`src/rtl/clock_display_pkg.sv`:
```
// Shared types and constants for the clock display scanner.
// Optional dimming is enabled with `define CLOCK_DISPLAY_DIMMING_EN.
package clock_display_pkg;

  typedef enum logic [2:0] {
    DIG_SS_O = 3'd0,
    DIG_SS_T = 3'd1,
    DIG_MM_O = 3'd2,
    DIG_MM_T = 3'd3,
    DIG_HH_O = 3'd4,
    DIG_HH_T = 3'd5
  } digit_t;

  // Segment order {g,f,e,d,c,b,a}, active-high.
  localparam logic [6:0] SEG_DIGIT [0:9] = '{
    7'h3F, 7'h06, 7'h5B, 7'h4F, 7'h66,
    7'h6D, 7'h7D, 7'h07, 7'h7F, 7'h6F
  };
  localparam logic [6:0] SEG_BLANK = 7'h00;
  localparam logic [6:0] SEG_DASH  = 7'h40;
  localparam logic [5:0] AN_OFF    = 6'b111111;

endpackage

```
`src/rtl/clock_display_scan_if.sv`:
```
// Time inputs from the clock counter and multiplexed display outputs.
// bright exists only when CLOCK_DISPLAY_DIMMING_EN is defined.
interface clock_display_scan_if;
  logic       ena;
  logic       pm;
  logic [7:0] hh;
  logic [7:0] mm;
  logic [7:0] ss;
`ifdef CLOCK_DISPLAY_DIMMING_EN
  logic [2:0] bright;
`endif
  logic [5:0] an;
  logic [6:0] seg;
  logic       dp;
  logic       pm_led;

`ifdef CLOCK_DISPLAY_DIMMING_EN
  modport master (output ena, pm, hh, mm, ss, bright, input an, seg, dp, pm_led);
  modport slave  (input ena, pm, hh, mm, ss, bright, output an, seg, dp, pm_led);
`else
  modport master (output ena, pm, hh, mm, ss, input an, seg, dp, pm_led);
  modport slave  (input ena, pm, hh, mm, ss, output an, seg, dp, pm_led);
`endif
endinterface

```
`src/rtl/clock_display_scan_bcd_to_seg7.sv`:
```
// BCD nibble to 7-segment glyph; non-decimal nibbles show a dash.
module bcd_to_seg7
  import clock_display_pkg::*;
(
  input  logic [3:0] nibble,
  output logic [6:0] seg
);

  always_comb begin
    seg = SEG_DASH;
    for (int unsigned i = 0; i < 10; i++) begin
      if (nibble == 4'(i)) seg = SEG_DIGIT[i];
    end
  end

endmodule

```
`src/rtl/clock_display_scan.sv`:
```
// Six-digit HH:MM:SS multiplexed 7-segment scanner with per-frame time snapshot.
// Optional per-slot PWM dimming is enabled with `define CLOCK_DISPLAY_DIMMING_EN.
module clock_display_scan
  import clock_display_pkg::*;
#(
  parameter int unsigned DIGIT_CYCLES = 1000
)
(
  input logic           clk,
  input logic           reset,
  clock_display_scan_if.slave disp
);

  localparam int unsigned   CW   = $clog2(DIGIT_CYCLES);
  localparam logic [CW-1:0] LAST = CW'(DIGIT_CYCLES - 1);

  logic [CW-1:0] cnt, cnt_next;
  digit_t        dig, dig_next;
  logic          pm_s, ena_q, phase;
  logic [7:0]    hh_s, mm_s, ss_s;
  logic          wrap, frame_wrap, ena_rise, slot_on, an_on, dp_next;
  logic [3:0]    nibble;
  logic [6:0]    glyph, seg_next;
  logic [5:0]    an_next;
`ifdef CLOCK_DISPLAY_DIMMING_EN
  logic [2:0]    bright_s;
`endif

  bcd_to_seg7 u_dec (
    .nibble(nibble),
    .seg   (glyph)
  );

  always_comb begin
    wrap       = (cnt == LAST);
    frame_wrap = wrap && (dig == DIG_HH_T);
    ena_rise   = disp.ena && !ena_q;
    cnt_next   = wrap ? '0 : cnt + CW'(1);
    dig_next   = dig;
    if (wrap) dig_next = (dig == DIG_HH_T) ? DIG_SS_O : digit_t'(dig + 3'd1);

    nibble = '0;
    case (dig)
      DIG_SS_O: nibble = ss_s[3:0];
      DIG_SS_T: nibble = ss_s[7:4];
      DIG_MM_O: nibble = mm_s[3:0];
      DIG_MM_T: nibble = mm_s[7:4];
      DIG_HH_O: nibble = hh_s[3:0];
      DIG_HH_T: nibble = hh_s[7:4];
      default:  nibble = '0;
    endcase

    // Count 0 of every slot is the ghost gap: anodes off, segments blank.
    slot_on = (cnt != '0);
`ifdef CLOCK_DISPLAY_DIMMING_EN
    an_on = slot_on && (cnt[2:0] <= bright_s);
`else
    an_on = slot_on;
`endif
    an_next = AN_OFF;
    if (an_on) an_next = AN_OFF & ~(6'b000001 << dig);

    seg_next = SEG_BLANK;
    if (slot_on && !(dig == DIG_HH_T && nibble == 4'd0)) seg_next = glyph;
    dp_next = slot_on && phase && (dig == DIG_MM_O || dig == DIG_HH_O);
  end

  always_ff @(posedge clk) begin
    if (!reset) begin
      cnt         <= '0;
      dig         <= DIG_SS_O;
      phase       <= 1'b1;
      ena_q       <= 1'b0;
      pm_s        <= 1'b0;
      hh_s        <= 8'h12;
      mm_s        <= '0;
      ss_s        <= '0;
`ifdef CLOCK_DISPLAY_DIMMING_EN
      bright_s    <= 3'd7;
`endif
      disp.an     <= AN_OFF;
      disp.seg    <= SEG_BLANK;
      disp.dp     <= 1'b0;
      disp.pm_led <= 1'b0;
    end else begin
      cnt   <= cnt_next;
      dig   <= dig_next;
      ena_q <= disp.ena;
      if (ena_rise) phase <= ~phase;
      if (frame_wrap) begin
        pm_s     <= disp.pm;
        hh_s     <= disp.hh;
        mm_s     <= disp.mm;
        ss_s     <= disp.ss;
`ifdef CLOCK_DISPLAY_DIMMING_EN
        bright_s <= disp.bright;
`endif
      end
      disp.an     <= an_next;
      disp.seg    <= seg_next;
      disp.dp     <= dp_next;
      disp.pm_led <= pm_s;
    end
  end

endmodule
```
`src/flat_wrapper.sv`:
```
// flat-port wrapper written by rule: the top's interface ports become plain ports
module clock_display_scan_flat import clock_display_pkg::*;
#(
  parameter int unsigned DIGIT_CYCLES = 1000
)
  (clk, reset, disp_ena, disp_pm, disp_hh, disp_mm, disp_ss, disp_an, disp_seg, disp_dp, disp_pm_led);
  clock_display_scan_if disp_i ();
  input logic clk;
  input logic reset;
  input wire logic [$bits(disp_i.ena)-1:0] disp_ena;
  input wire logic [$bits(disp_i.pm)-1:0] disp_pm;
  input wire logic [$bits(disp_i.hh)-1:0] disp_hh;
  input wire logic [$bits(disp_i.mm)-1:0] disp_mm;
  input wire logic [$bits(disp_i.ss)-1:0] disp_ss;
  output wire logic [$bits(disp_i.an)-1:0] disp_an;
  output wire logic [$bits(disp_i.seg)-1:0] disp_seg;
  output wire logic [$bits(disp_i.dp)-1:0] disp_dp;
  output wire logic [$bits(disp_i.pm_led)-1:0] disp_pm_led;
  assign disp_i.ena = disp_ena;
  assign disp_i.pm = disp_pm;
  assign disp_i.hh = disp_hh;
  assign disp_i.mm = disp_mm;
  assign disp_i.ss = disp_ss;
  assign disp_an = disp_i.an;
  assign disp_seg = disp_i.seg;
  assign disp_dp = disp_i.dp;
  assign disp_pm_led = disp_i.pm_led;
  clock_display_scan #(.DIGIT_CYCLES(DIGIT_CYCLES)) u_core (.clk(clk), .reset(reset), .disp(disp_i));
endmodule
```
`config.mk`:
```
export PLATFORM = sky130hd
export DESIGN_NAME = clock_display_scan_flat
export DESIGN_NICKNAME = d
export VERILOG_FILES = /design/src/rtl/clock_display_pkg.sv /design/src/rtl/clock_display_scan_if.sv /design/src/rtl/clock_display_scan_bcd_to_seg7.sv /design/src/rtl/clock_display_scan.sv /design/src/flat_wrapper.sv
export SDC_FILE = /design/constraint.sdc
export NUM_CORES = 1
export LEC_CHECK = 0
export ABC_AREA = 1
export CORE_ASPECT_RATIO = 1.1
export CORE_MARGIN = 2
export CORE_UTILIZATION = 27
export CTS_BUF_LIST = sky130_fd_sc_hd__clkbuf_4 sky130_fd_sc_hd__clkbuf_8
export CTS_CLUSTER_SIZE = 10
export DETAILED_ROUTE_END_ITERATION = 10
export HOLD_SLACK_MARGIN = 0.08
export RECOVER_POWER = 50
export SLEW_MARGIN = 40
export SYNTH_ARGS = -nofsm -noshare
export SYNTH_HDL_FRONTEND = slang
export SYNTH_SLANG_ARGS = --single-unit
```
`constraint.sdc`:
```
create_clock -name clk -period 1.9 [get_ports clk]
set_input_delay 0.285 -clock clk [delete_from_list [all_inputs] [get_ports clk]]
set_output_delay 0.285 -clock clk [all_outputs]
set_load 0.05 [all_outputs]
```
==> flow_summary.toml <==
[status]
status = "finished clean"

[grt]
grt_use_total_pct = 11.4
grt_pass1_vias = 2242
grt_pass1_wl_um = 9870
top_usage_layer = "met2"
grt-ovfl-total = 0
antenna_found_initial = 0
use_met3_pct = 2.40
grt_use_met1_pct = 14.3
grt_max_degree = 28
met2_usage_pct = 19.8

[worst_setup_path]
cp_slowest_stage_delay_ns = 0.86
endpoint_kind = "primary output"
path_class = "reg -> out"
cp-start-kind = "register"
critPathSlowestCell = "dlygate4sd3_1"
critPathMaxFanout = 1
crit_family = "buffers and inverters"
rrSetupSlack_ns = 0.16
cp_num_buf_inv = 1
arrival_ns = 1.49
path_cells = "dlygate4sd3_1"
crit_required_ns = 1.62

[clock_tree]
insertion_delay_ns = 0.31
numCtsBuffers = 5
cts_sinks = 55
path_clk_slew_ns = 0.09
cts_setup_buffers = 0
cts_tree = "done"
cts_root_buf = "clkbuf_8"
htreeDepth = 2
clockBufferDepth = 2

[yosys]
synth.area.mux_share_pct = 0
synthSimpleGateAreaFrac_pct = 37.6
synth-xor-area-share_pct = 0
synth_compound_area_share_pct = 10.2
synth_area_um2 = 2630
yosys-top-cells-area = "dfxtp_1 42%, nor2_1 9.7%, nand2_1 7.1%"
syn_avg_cell_area_um2 = 7.65
synth_top_area_share_pct = 41.8
synth_fa_ha_area_share_pct = 1.43
netlist_instances = 344
synth_fp_nets = 375
synth_area_leader_cell = "dfxtp_1"
synth_top_family_by_area = "simple AND/OR/NAND/NOR gates"
ys_warn_count = 0
ys_ff_latch = 55
ys_types = 36
yosysSeqAreaShare_pct = 41.8

[timing]
fin_crit_sh_pct = 93.5
fmax_mhz = 563
skew_ns = 0.00720
worstMarginPinSlew_ns = 0.510
finalHoldViolCount = 0
postLayoutSetupSlackWorst_ns = 0.123
min_period_ns = 1.78
relSlewSlack_pct = 65.9
setup_viol = 0
rsz0062_at_grt = "false"
tns_ns = 0
slew_violations = 0

[floorplan]
die_w_um = 98.1
rows = 37
start_util_pct = 28.0
io_pins = 43
core-area_um2 = 9400
die-area_um2 = 10600
die-height_um = 108

[hold_path]
hold_class = "reg -> reg"

[routing]
postRouteAntennaNets = 0
vias = 2278
dr.pass1.iters = 4
via_per_inst = 4.48
routedWlPerCell_um = 11.4
drc_errors = 0
drt_wl_total_um = 5780
drt_iter0_drc = 107

[layout]
area_delta_synth_final_pct = 24.6
nNetsFinal = 421
final_common_cell = "nor2_1"
fillers = 1019
diodes = 0
post_route_cells_drive_above_1_share_pct = 15.9
mostFrequentLayoutCells = "68 x nor2_1, 54 x dfxtp_1, 50 x nand2_1"
seq_area_um2 = 1100
multi_input_area_um2 = 1300

[placed_design]
placement.io_buffers = 42
pre_cts_slack_ns = 0.126
dp_hpwl_um = 4420
place.gp.congestion = 0.903

[run]
max-cap-violations = 0

[power_and_ir_drop]
irDropWorstVdd_uv = 252
p_per_area_nw_per_um2 = 638
p_leak_nw = 1.40
-- synth_stat cells --
cell type and n:
nor3b_1 1, o21ai_4 1, nor2_8 1, or2_0 1, a211oi_1 3, nand3b_1 1, buf_6 5, inv_1 31
inv_2 5, nand2_1 50, o21ai_0 29, dfxtp_1 55, ha_1 3, or2_2 2, nand3_2 4, o41ai_1 1
nand2_4 9, nor3_1 5, o21a_1 2, nand2_2 7, a22oi_1 1, a21oi_1 8, nor2_4 5, nand4_1 9
o21ai_1 1, nor3_2 2, nand3_1 17, nor4_4 1, o21ai_2 1, nor4_1 1, buf_2 3, inv_6 1
buf_4 1, nor2_1 68, nor2_2 6, clkbuf_1 3
-- routing by layer --
metal	up-vias	part of all wire [%]
li1	1192	-
met1	1042	48
met2	40	48
met3	4	3.7
met4	0	0.69
met5	-	0
-- where the power goes --
part           switching, W  internal [W]
logic              0.000109     0.0000897
clock network      0.000377      0.000332
registers        0.00000897       0.00118
total              0.000495       0.00160
-- per-stage QoR --
step	std cells	hold slack (ns)	area [um^2]	util, %	power, W
after floorplan	344	0.383	2630	-	0.00132
after global placement	500	0.417	3180	33.8	0.00142
after detailed placement	500	0.419	3180	33.8	0.00142
after CTS	508	0.435	3280	34.9	0.00213
after global routing	508	0.496	3280	34.9	0.00218
final	508	0.430	3280	34.9	0.00209
-- path summary, 6_finish.rpt --
kind,start,end,depth (start not counted)
max reg2reg,u_core.dig[1],u_core.disp.seg[0],11
max,u_core.disp.seg[0],disp_seg[0],1
min reg2reg,u_core.pm_s,u_core.disp.pm_led,2
min,u_core.pm_s,u_core.disp.pm_led,2
-- area by class of cell --
class                           instances  share of cell area (%)
Sequential cell                        55                    33.6
Clock inverter                          1                   0.229
Clock buffer                            7                    2.94
Multi-Input combinational cell        240                    39.5
Timing Repair Buffer                   51                    14.8
Inverter                               37                    4.43
Tap cell                              117                    4.47
-- flip-flops by register name, summed over array words and instances, names as in the netlist --
| register | flops |
|---|---|
| u_core.disp.seg | 7 |
| u_core.phase | 1 |
| u_core.ss_s | 8 |
| u_core.disp.an | 6 |
| u_core.dig | 3 |
| u_core.disp.pm_led | 1 |
| u_core.ena_q | 1 |
| u_core.cnt | 10 |
| u_core.disp.dp | 1 |
| u_core.pm_s | 1 |
| u_core.hh_s | 8 |
| u_core.mm_s | 8 |
-- cell families (layout without fill, tap and decap cells) --
family / count (synthesis) / after routing
buf+inv: 49 / 96
compound gates: 47 / 47
flops: 55 / 55
simple gates: 190 / 190
fa+ha+maj: 3 / 3
-- timing repair --
item | 4_1_cts | 5_1_grt
resized for setup | 0 | 3
endpoints found under the setup margin | 0 | 22
hold buffers | 0 | 0
Note: power is estimated with default switching activity, not from simulation.
==> edit 1, RTL diff (same settings) <==
`DIGIT_CYCLES` is set to 1000 in 2 places; all go to 2000.
--- a/src/rtl/clock_display_scan.sv
+++ b/src/rtl/clock_display_scan.sv
@@ -3,7 +3,7 @@
 module clock_display_scan
   import clock_display_pkg::*;
 #(
-  parameter int unsigned DIGIT_CYCLES = 1000
+  parameter int unsigned DIGIT_CYCLES = 2000
 )
 (
   input logic           clk,
--- a/src/flat_wrapper.sv
+++ b/src/flat_wrapper.sv
@@ -1,7 +1,7 @@
 // flat-port wrapper written by rule: the top's interface ports become plain ports
 module clock_display_scan_flat import clock_display_pkg::*;
 #(
-  parameter int unsigned DIGIT_CYCLES = 1000
+  parameter int unsigned DIGIT_CYCLES = 2000
 )
   (clk, reset, disp_ena, disp_pm, disp_hh, disp_mm, disp_ss, disp_an, disp_seg, disp_dp, disp_pm_led);
   clock_display_scan_if disp_i ();
Behaviour: same outputs for any inputs over 10 cycles, from zero or initial values and one cycle with reset low; that may be too few to reach the edited logic, so the function may still have changed.
==> edit 1 against the unedited design <==
  * Routed wire length is 4.5% lower
  * Area after synthesis decreased by 11%
  * Hold slack better by 0.012 ns
  * Power fell by 1.5%
  * Critical path type unchanged
  * Cell area fell by 3.4%
  * Global-route usage rose by 0.25 points
  * Setup slack better by 0.044 ns
  * Sequential cell count grew 1
==> edit 1: results <==
export IMPL_grt_pass1_wl_um=9070
export IMPL_met1_usage_pct=15.5
export IMPL_r2r_start="u_core.cnt[1]"
export IMPL_grtUsageTotal_pct=11.7
export IMPL_num_fill_cells=889
export IMPL_yosysSeqAreaShare_pct=47.7
export IMPL_grt_pass1_vias=2073
export IMPL_detail_route_vias_per_cell=4.46
export IMPL_finalWirelength_um=5520
export IMPL_p_leak_nw=1.27
export IMPL_synth_compound_area_share_pct=10.4
export IMPL_netlist_instances=324
export IMPL_gp_congestion=0.813
export IMPL_regArea_um2=1120
export IMPL_via_count=2200
export IMPL_grt_max_degree=26
export IMPL_yosys_area_share_adder_pct=1.60
export IMPL_status="finished clean"
export IMPL_critPathSlowestCell="clkdlybuf4s50_1"
export IMPL_grtUsageMet3_pct=2.14
export IMPL_dp_cells=483
export IMPL_fin_worst_skew_ns=0.0124
export IMPL_critPathLaunch="u_core.disp.an[0]"
export IMPL_synthXorXnorAreaFrac_pct=1.12
export IMPL_use_met2_pct=19.7
export IMPL_largest_reg_flops=11
export IMPL_vdd_drop_max_mv=0.257
export IMPL_place_area_um2=2970
export IMPL_final_nets=412
export IMPL_yosys_top_cells_count="nand2_1 (104), dfxtp_1 (56), nor2_1 (35)"
export IMPL_maxSlewHeadroom_pct=65.9
export IMPL_drtIter0Drc=88
edit 1: changes by cell type after synthesis, sizes merged, moves of 3 or more:
cell    before  now
buf          9    5
nor2        80   36
nand3       21   17
o21ai       32    7
nand2       66  105
inv         37   24
a21oi        8   31
a21boi       0    3
edit 1: final timing paths:
check | endpoint | cells after the start
max | disp_an[0] | 1
min | u_core.disp.pm_led | 2
max reg2reg | u_core.hh_s[3] | 11
min reg2reg | u_core.disp.pm_led | 2
edit 1: timing repair:
action / 4_1_cts / 5_1_grt
pin swaps: 0 / 0
gates cloned: 0 / 2
resized for setup: 1 / 24
setup endpoints to repair: 3 / 32
edit 1: final cells by class:
type                    instances  share of cell area, %
repair buffers                 59                   18.0
clock inverters                 2                  0.514
multi-input cells             233                   35.5
inverters                      25                   3.44
flip-flops and latches         56                   35.5
well taps                     111                   4.39
repair inverters                1                  0.277
clock buffers                   6                   2.41
edit 1: stage by stage:
stage | total power, W | hold WS, ns | setup WS, ns
after floorplan | 0.00134 | 0.383 | 0.112
after global placement | 0.00144 | 0.421 | 0.0975
after global routing | 0.00215 | 0.478 | -0.0205
after CTS | 0.00209 | 0.442 | 0.0721
after detailed placement | 0.00145 | 0.435 | 0.0244
final | 0.00206 | 0.442 | 0.167
edit 1: where the power goes:
group | switching, W | internal [W]
logic | 0.000111 | 0.0000949
clock network | 0.000371 | 0.000277
registers | 0.0000107 | 0.00120
edit 1: metal layers:
metal	vias to the layer above	part of all wire (%)
met5	-	0
met4	0	1.3
met3	7	4.1
met2	44	47
met1	985	47
li1	1164	-
edit 1: worst min-delay path, cell delays in order (launching register included):
cell and delay [ns]:
dfxtp_1 0.32, nand2_1 0.05, inv_1 0.03
==> edit 2, RTL diff (same flow settings) <==
Made on the original files. Make the reset (`reset`) asynchronous in one clocked block.
--- a/src/rtl/clock_display_scan.sv
+++ b/src/rtl/clock_display_scan.sv
@@ -65,7 +65,7 @@
     dp_next = slot_on && phase && (dig == DIG_MM_O || dig == DIG_HH_O);
   end
 
-  always_ff @(posedge clk) begin
+  always_ff @(posedge clk or negedge reset) begin
     if (!reset) begin
       cnt         <= '0;
       dig         <= DIG_SS_O;
Function: differs if reset is asserted again (counterexample within 4 cycles, from zero or initial values and one cycle with reset low); with reset held inactive, the same outputs for 10 cycles.
==> edit 2 against the unedited design <==
  * Maximum frequency up 2.6%
  * Global-route usage rose by 0.082 points
  * Area after synthesis increased by 0.48%
  * Sequential cell count is the same
  * Setup slack gained 0.045 ns
  * Routed wire length is 0.10% lower
  * Die area increased by 0.46%
  * Register-to-register slack gained 0.03 ns
  * First-iteration DRC count is 12% lower
  * Cell area up 2.0%
  * Largest cell class is now registers
  * Synthesized cell count is 4.9% lower
Power is not compared: it rests on default switching activity, and its combinational part moved more than twofold at a synthesized area within 25%.
==> edit 2: results <==
export IMPL_min_to="u_core.disp.pm_led"
export IMPL_fin_worst_skew_ns=0.00495
export IMPL_drive_gt1_share_pct=16.0
export IMPL_netlist_instances=327
export IMPL_grtUsageTotal_pct=11.5
export IMPL_use_met2_pct=19.4
export IMPL_critPathSlowestCell="clkdlybuf4s50_1"
export IMPL_largest_register="u_core.cnt"
export IMPL_largest_reg_flops=10
export IMPL_maxSlewHeadroom_pct=25.9
export IMPL_drt_first_pass_iters=6
export IMPL_whs_path_depth=0
export IMPL_period_minus_slack_ns=1.73
export IMPL_syn_nets=358
export IMPL_grt_max_degree=27
export IMPL_r2r_slack_ns=0.19
export IMPL_grt_pass1_vias=2149
export IMPL_endpoint="disp_seg[3]"
export IMPL_worstRegToRegCells=13
export IMPL_wl_met1_um=2550
export IMPL_finalWirelength_um=5770
export IMPL_via_count=2220
export IMPL_wl_met2_um=2810
export IMPL_hold_path_startpoint="u_core.pm_s"
export IMPL_drtIter0Drc=94
export IMPL_yosysSeqAreaShare_pct=52.5
export IMPL_async_flop_share_pct=100
export IMPL_pre_cts_ws_ns=0.130
export IMPL_arrival_ns=1.45
export IMPL_critPathLaunch="u_core.disp.seg[3]"
export IMPL_place_area_um2=3220
export IMPL_whs_ns=0.397
export IMPL_grt_pass1_wl_um=9830
export IMPL_status="finished clean"
export IMPL_ys_types=30
export IMPL_detail_route_vias_per_cell=4.45
export IMPL_final_nets=412
export IMPL_r2r_start="u_core.dig[0]"
export IMPL_dr_wl_met3_um=264
export IMPL_yosys_most_used_dff="dfrtp_1"
export IMPL_hpwl_um=4540
export IMPL_met1_usage_pct=14.3
export IMPL_timing_rr_end="u_core.disp.seg[3]"
export IMPL_dp_cells=488
export IMPL_gp_congestion=0.886
export IMPL_yosys_top_cells_area="dfrtp_1 (44%), nand2_1 (17%), dfstp_2 (8.9%)"
==> edit 2: cell type report <==
class | instances | area, µm²
fillers | 1009 | 6100
inverters | 38 | 145
repair buffers | 53 | 489
multi-input cells | 228 | 1090
clock buffers | 5 | 68.8
clock inverters | 3 | 20.0
flip-flops and latches | 55 | 1390
well taps | 117 | 146
==> edit 2: timing repair <==
action / 4_1_cts / 5_1_grt
endpoints found under the setup margin: 0 / 7
hold buffers: 1 / 0
hold endpoints to repair: 16 / 0
gates resized for setup: 0 / 6
buffers inserted: 0 / 2
==> edit 2: kinds of logic (layout without fill, tap and decap cells) <==
kind of cell             Yosys count  in the layout  synth area share [%]
flip-flops                        55             55                  52.5
buffers and inverters             44             99                  7.15
XOR/XNOR                           3              3                 0.994
AND/OR/NAND/NOR                  201            201                  33.6
AO/OA/AOI/OAI                     21             21                  4.40
adder cells (fa/ha/maj)            3              3                  1.42
